<file path="config.mk">
export PLATFORM = sky130hd
export DESIGN_NAME = player_input_flat
export DESIGN_NICKNAME = d
export VERILOG_FILES = /design/src/rtl/player_input_if.sv /design/src/rtl/player_input.sv /design/src/flat_wrapper.sv
export SDC_FILE = /design/constraint.sdc
export NUM_CORES = 1
export LEC_CHECK = 0
export CORE_AREA = 3 3 40 42
export DETAILED_ROUTE_END_ITERATION = 10
export DIE_AREA = 0 0 43 45
export GPL_ROUTABILITY_DRIVEN = 1
export PLACE_DENSITY = 0.59
export REMOVE_ABC_BUFFERS = 1
export SKIP_CTS_REPAIR_TIMING = 1
export SLEW_MARGIN = 20
export SYNTH_ARGS = -nofsm -noshare
export SYNTH_HDL_FRONTEND = slang
export SYNTH_SLANG_ARGS = --single-unit
</file>
<file path="constraint.sdc">
create_clock -name Clock -period 0.9 [get_ports Clock]
set_input_delay 0.09 -clock Clock [delete_from_list [all_inputs] [get_ports Clock]]
set_output_delay 0.09 -clock Clock [all_outputs]
set_load 0.01 [all_outputs]
</file>
<file path="src/rtl/player_input_if.sv">
// Button/lights signal bundle for player_input: raw active-low keys and CPU
// aggressiveness in, one-cycle press pulses out.
interface player_input_if;
  logic       key_l_n;
  logic       key_r_n;
  logic [8:0] cpu_speed;
  logic       L;
  logic       R;

  modport master (output key_l_n, key_r_n, cpu_speed, input L, R);
  modport slave  (input key_l_n, key_r_n, cpu_speed, output L, R);
endinterface

</file>
<file path="src/rtl/player_input.sv">
// Debounced player buttons producing one-cycle press pulses for the playfield.
// Define CPU_PLAYER_EN to drive R from an LFSR-based computer player instead of key_r_n.
module player_input #(
  parameter int DB_CYCLES = 4,
  parameter int CPU_TICK  = 1024
) (
  input  logic          Clock,
  input  logic          reset,
  player_input_if.slave io
);

  localparam int CW = $clog2(DB_CYCLES);

`ifdef CPU_PLAYER_EN
  localparam int NCH = 1;
`else
  localparam int NCH = 2;
`endif

  logic [NCH-1:0] raw_n;
  logic [NCH-1:0] pulse;

`ifdef CPU_PLAYER_EN
  logic unused_key_r;
  assign unused_key_r = io.key_r_n;
  assign raw_n        = io.key_l_n;
`else
  logic [8:0] unused_cpu_speed;
  assign unused_cpu_speed = io.cpu_speed;
  assign raw_n            = {io.key_r_n, io.key_l_n};
`endif

  generate
    for (genvar gi = 0; gi < NCH; gi++) begin : g_ch
      logic          sync1_q, sync1_d;
      logic          sync2_q, sync2_d;
      logic          stable_q, stable_d;
      logic          stable_prev_q, stable_prev_d;
      logic [CW-1:0] cnt_q, cnt_d;

      // Any cycle agreeing with the accepted level restarts the hold count.
      always_comb begin
        sync1_d       = ~raw_n[gi];
        sync2_d       = sync1_q;
        stable_d      = stable_q;
        stable_prev_d = stable_q;
        cnt_d         = '0;
        if (sync2_q != stable_q) begin
          if (cnt_q == CW'(DB_CYCLES - 1)) begin
            stable_d = sync2_q;
          end else begin
            cnt_d = cnt_q + 1'b1;
          end
        end
      end

      always_ff @(posedge Clock) begin
        if (reset) begin
          sync1_q       <= 1'b0;
          sync2_q       <= 1'b0;
          stable_q      <= 1'b0;
          stable_prev_q <= 1'b0;
          cnt_q         <= '0;
        end else begin
          sync1_q       <= sync1_d;
          sync2_q       <= sync2_d;
          stable_q      <= stable_d;
          stable_prev_q <= stable_prev_d;
          cnt_q         <= cnt_d;
        end
      end

      assign pulse[gi] = stable_q & ~stable_prev_q;
    end
  endgenerate

  assign io.L = pulse[0] & ~reset;

`ifdef CPU_PLAYER_EN
  localparam int TW = (CPU_TICK > 1) ? $clog2(CPU_TICK) : 1;

  logic [9:0]    lfsr_q, lfsr_d;
  logic [TW-1:0] tick_q, tick_d;
  logic          cpu_press;

  // Fibonacci LFSR x^10 + x^7 + 1; the computer presses on the last tick of
  // each period when the random draw falls below its aggressiveness.
  always_comb begin
    lfsr_d    = {lfsr_q[8:0], lfsr_q[9] ^ lfsr_q[6]};
    tick_d    = (tick_q == TW'(CPU_TICK - 1)) ? '0 : tick_q + 1'b1;
    cpu_press = (tick_q == TW'(CPU_TICK - 1)) && (lfsr_q < {1'b0, io.cpu_speed});
  end

  always_ff @(posedge Clock) begin
    if (reset) begin
      lfsr_q <= 10'h001;
      tick_q <= '0;
    end else begin
      lfsr_q <= lfsr_d;
      tick_q <= tick_d;
    end
  end

  assign io.R = cpu_press & ~reset;
`else
  assign io.R = pulse[1] & ~reset;
`endif

endmodule

</file>
<file path="src/flat_wrapper.sv">
// flat-port wrapper written by rule: the top's interface ports become plain ports
module player_input_flat 
#(
  parameter int DB_CYCLES = 4,
  parameter int CPU_TICK  = 1024
)
  (Clock, reset, io_key_l_n, io_key_r_n, io_cpu_speed, io_L, io_R);
  player_input_if io_i ();
  input  logic Clock;
  input  logic reset;
  input wire logic [$bits(io_i.key_l_n)-1:0] io_key_l_n;
  input wire logic [$bits(io_i.key_r_n)-1:0] io_key_r_n;
  input wire logic [$bits(io_i.cpu_speed)-1:0] io_cpu_speed;
  output wire logic [$bits(io_i.L)-1:0] io_L;
  output wire logic [$bits(io_i.R)-1:0] io_R;
  assign io_i.key_l_n = io_key_l_n;
  assign io_i.key_r_n = io_key_r_n;
  assign io_i.cpu_speed = io_cpu_speed;
  assign io_L = io_i.L;
  assign io_R = io_i.R;
  player_input #(.DB_CYCLES(DB_CYCLES), .CPU_TICK(CPU_TICK)) u_core (.Clock(Clock), .reset(reset), .io(io_i));
endmodule
</file>
==> metrics.log <==
INFO  metric grt_start_max_net_pins = 8
INFO  metric final_core_util = about half
INFO  metric finalCritPeriodShare = 121.1%
INFO  metric worstSetupStartpoint = u_core.g_ch[1].stable_prev_d$_SDFFE_PP0P_
INFO  metric grt_antenna_before_repair = 0
INFO  metric worstSkewPairLatency = 0.27 ns
INFO  metric gpl.final_weighted_congestion = roughly 0.65
INFO  metric cp_max_fo = 3
INFO  metric cts_tree = yes
INFO  metric slowest_delay = around 0.35 ns
INFO  metric hold_end = u_core.g_ch[0].stable_prev_q$_SDFF_PP0_
INFO  metric ys_ff_latch = 12
INFO  metric placed_area = between 400 and 500 sq um
INFO  metric synth_seq_area_share = approximately three fifths
INFO  metric timing.critical_path.cells = nor2b_4, nor2b_4, buf_6
INFO  metric final_setup_violating_endpoints = 2
INFO  metric transition_time_of_the_tightest_slew_check_pin = about 0.28 ns
INFO  metric detail_route.drc_violations = 0
INFO  metric critical_path.reg2reg.endpoint = u_core.g_ch[0].cnt_q[1]$_SDFF_PP0_
INFO  metric io_buffer_count = 5
INFO  metric finalHoldViolations = 0
INFO  metric number_of_buffer_and_inverter_stages_on_the_critical_path = 1
INFO  metric initial_core_utilization = about a third
INFO  metric cts-buffers-inserted = 3
INFO  metric via_count_of_the_first_global_routing_pass = 254
INFO  metric rsz0062_at_grt = true
INFO  metric avgSynthCellArea = ~12 sq um
INFO  metric core = roughly 1300 sq um
INFO  metric result_of_the_run = finished, violations left
INFO  metric max_cap_viol_count = 0
INFO  metric syn_inst = 33
INFO  metric numClockSinks = 12
INFO  metric ys_types = 9
INFO  metric hp-start = reset
INFO  metric pre_cts_slack = -0.6081 ns
INFO  metric hold_path_class = primary input to register
INFO  metric post_synth_instance_area = 409.1 sq um
INFO  metric power.share.clock = between 40 and 50%
INFO  metric reg_to_reg_start = u_core.g_ch[0].stable_prev_d$_SDFFE_PP0P_
INFO  metric grt_remaining_overflow = 0
INFO  metric criticalPathCategory = register to primary output
INFO  metric die_x = between 40 and 50 microns
INFO  metric wl_per_cell = 10.97 microns
INFO  metric place.detailed.hpwl = between 400 and 500 microns
INFO  metric clock-skew-final = between 0.003 and 0.004 ns
INFO  metric cts_buffer_depth = 2
INFO  metric routed_wirelength = roughly 660 microns
INFO  metric min_period = 1.090 ns
INFO  metric via_count = 260
INFO  metric design.die.area = 1935 sq um
INFO  metric first_pass_grt_wire_length = approximately 970 microns
INFO  metric worst-endpoint-required = 0.81 ns
INFO  metric die_span_in_y = 45 microns
INFO  metric irDropWorstVdd = between 0.6 and 0.7 mV
INFO  metric p_sw_share = about a fifth
INFO  metric timing.hold.worst_path_depth = 2
INFO  metric reg2reg_setup_slack = roughly 0.01 ns
INFO  metric fp-row-count = 13
INFO  metric finalSetupTns = -0.3523 ns
INFO  metric crit_path_end_kind = primary output
INFO  metric setup.worst_path.start_class = register
INFO  metric comb_power_share = under 10%
INFO  metric timing.critical_path.arrival = 1.00 ns
INFO  metric clock_slew_at_reported_path_ffs = ~0.08 ns
INFO  metric grt_util_all_layers = slightly above 7%
INFO  metric timing.critical_path.max_delay_family = flip-flops
INFO  metric crit_path_frequent_cell = sky130_fd_sc_hd__nor2b_4
INFO  metric final_net_count = 61
INFO  metric fmax = a little over 0.9 GHz
INFO  metric timing.reg2reg.worst_path_depth = 3
INFO  metric max_slew_margin = between 80% and 90%
INFO  metric sequentialPowerShare = a little over half
INFO  metric hold-worst-slack = roughly 0.16 ns
INFO  metric most_used_cells_in_the_layout_excluding_fill_and_tap_cells = sky130_fd_sc_hd__dfxtp_2 (6), sky130_fd_sc_hd__dfxtp_1 (6), sky130_fd_sc_hd__nor2b_4 (4), sky130_fd_sc_hd__nor2_1 (4), sky130_fd_sc_hd__buf_4 (4)
INFO  metric power_per_cell_area = between 1500 and 2000 nW/um^2
INFO  metric io_pins = 15
INFO  metric cts_root_buf = sky130_fd_sc_hd__clkbuf_4
INFO  metric ys_warn_count = 0
INFO  metric fin_ws = -0.1896 ns
INFO  metric antenna_cells = 0
INFO  metric router_iterations_before_antenna_repair = 2
INFO  metric h-tree-depth = 1
INFO  metric power.internal = between 0.0008 and 0.0009 W
INFO  metric drt-initial-drc-count = 1
INFO  metric post_drt_via_cell_ratio = 4.333
INFO  metric crit_path_top_delay_cell = sky130_fd_sc_hd__dfxtp_2
INFO  metric final_design_area_no_fill = between 600 and 700 sq um
INFO  metric net-switching-power = 0.0002038 W
INFO  metric syn_to_final_growth = 52.91%
INFO  metric failing_checks = negative setup slack
INFO  metric post_route_cells_drive_above_1_share = approximately 58%
INFO  metric timing.final.max_slew_violations = 0
INFO  metric power_leakage = approximately 0.23 nW
INFO  metric drtAntennaViolNets = 0
==> cells by family after synthesis <==
logic type / share of synthesized area (%)
flip-flops: 58.72
adder cells (fa/ha/maj): 6.115
buffers and inverters: 2.752
AND/OR/NAND/NOR: 23.24
XOR/XNOR: 4.282
multiplexers: 4.893
==> synth_stat cells, drive strengths merged <==
| cell type | number | share of area (%) |
|---|---|---|
| dfxtp | 12 | 59 |
| nor4b | 2 | 7.3 |
| nor2b | 6 | 9.2 |
| mux2i | 2 | 4.9 |
| nor4 | 2 | 3.1 |
| buf | 1 | 2.8 |
| nor2 | 4 | 3.7 |
| ha | 2 | 6.1 |
| xnor2 | 2 | 4.3 |
==> power groups by stage <==
stage	registers (W)	clock network (W)	logic [W]
finish	0.000550	0.000424	0.0000482
detailed placement	0.000559	0	0.0000423
global route	0.000551	0.000457	0.0000538
CTS	0.000546	0.000442	0.0000423
global placement	0.000558	0	0.0000406
floorplan	0.000558	0	0.0000118
==> flip-flops by register name (all words and copies together), names as in the netlist <==
signal	cells
u_core.g_ch.stable_prev_q	2
u_core.g_ch.stable_prev_d	2
u_core.g_ch.sync1_q	2
u_core.g_ch.cnt_q	4
u_core.g_ch.sync2_q	2
==> how the worst max path moves through the flow <==
| stage | to | slack, ns | depth (start not counted) |
|---|---|---|---|
| 2_1_floorplan | u_core.g_ch[1].stable_prev_d$_SDFFE_PP0P_ | 0.05 | 3 |
| 3_3_place_gp | io_R | -0.59 | 4 |
| 3_5_place_dp | io_R | -0.61 | 4 |
| 4_1_cts | io_R | -0.71 | 3 |
| 5_1_grt | io_R | -0.24 | 3 |
| 6_report | io_R | -0.19 | 3 |
==> per-layer routing <==
| layer | track usage, % | up-vias | share of wire [%] |
|---|---|---|---|
| met4 | 7.229 | 0 | 2.9 |
| li1 | - | 136 | - |
| met3 | 2.390 | 2 | 5.8 |
| met5 | 0 | - | 0 |
| met2 | 10.48 | 9 | 48 |
| met1 | 8.068 | 113 | 44 |
==> through the flow <==
stage	instances	total power [W]
floorplan	32	0.0005695
global placement	56	0.0005990
detailed placement	56	0.0006012
CTS	60	0.001031
global route	60	0.001062
finish	60	0.001021
==> final cells by class <==
cell class	count	area (sq um)
fillers	114	659.4
repair buffers	9	85.08
flip-flops and latches	12	247.7
well taps	15	18.77
clock buffers	4	36.28
multi-input cells	20	237.7
No activity file was read; power rests on OpenSTA's default activity.
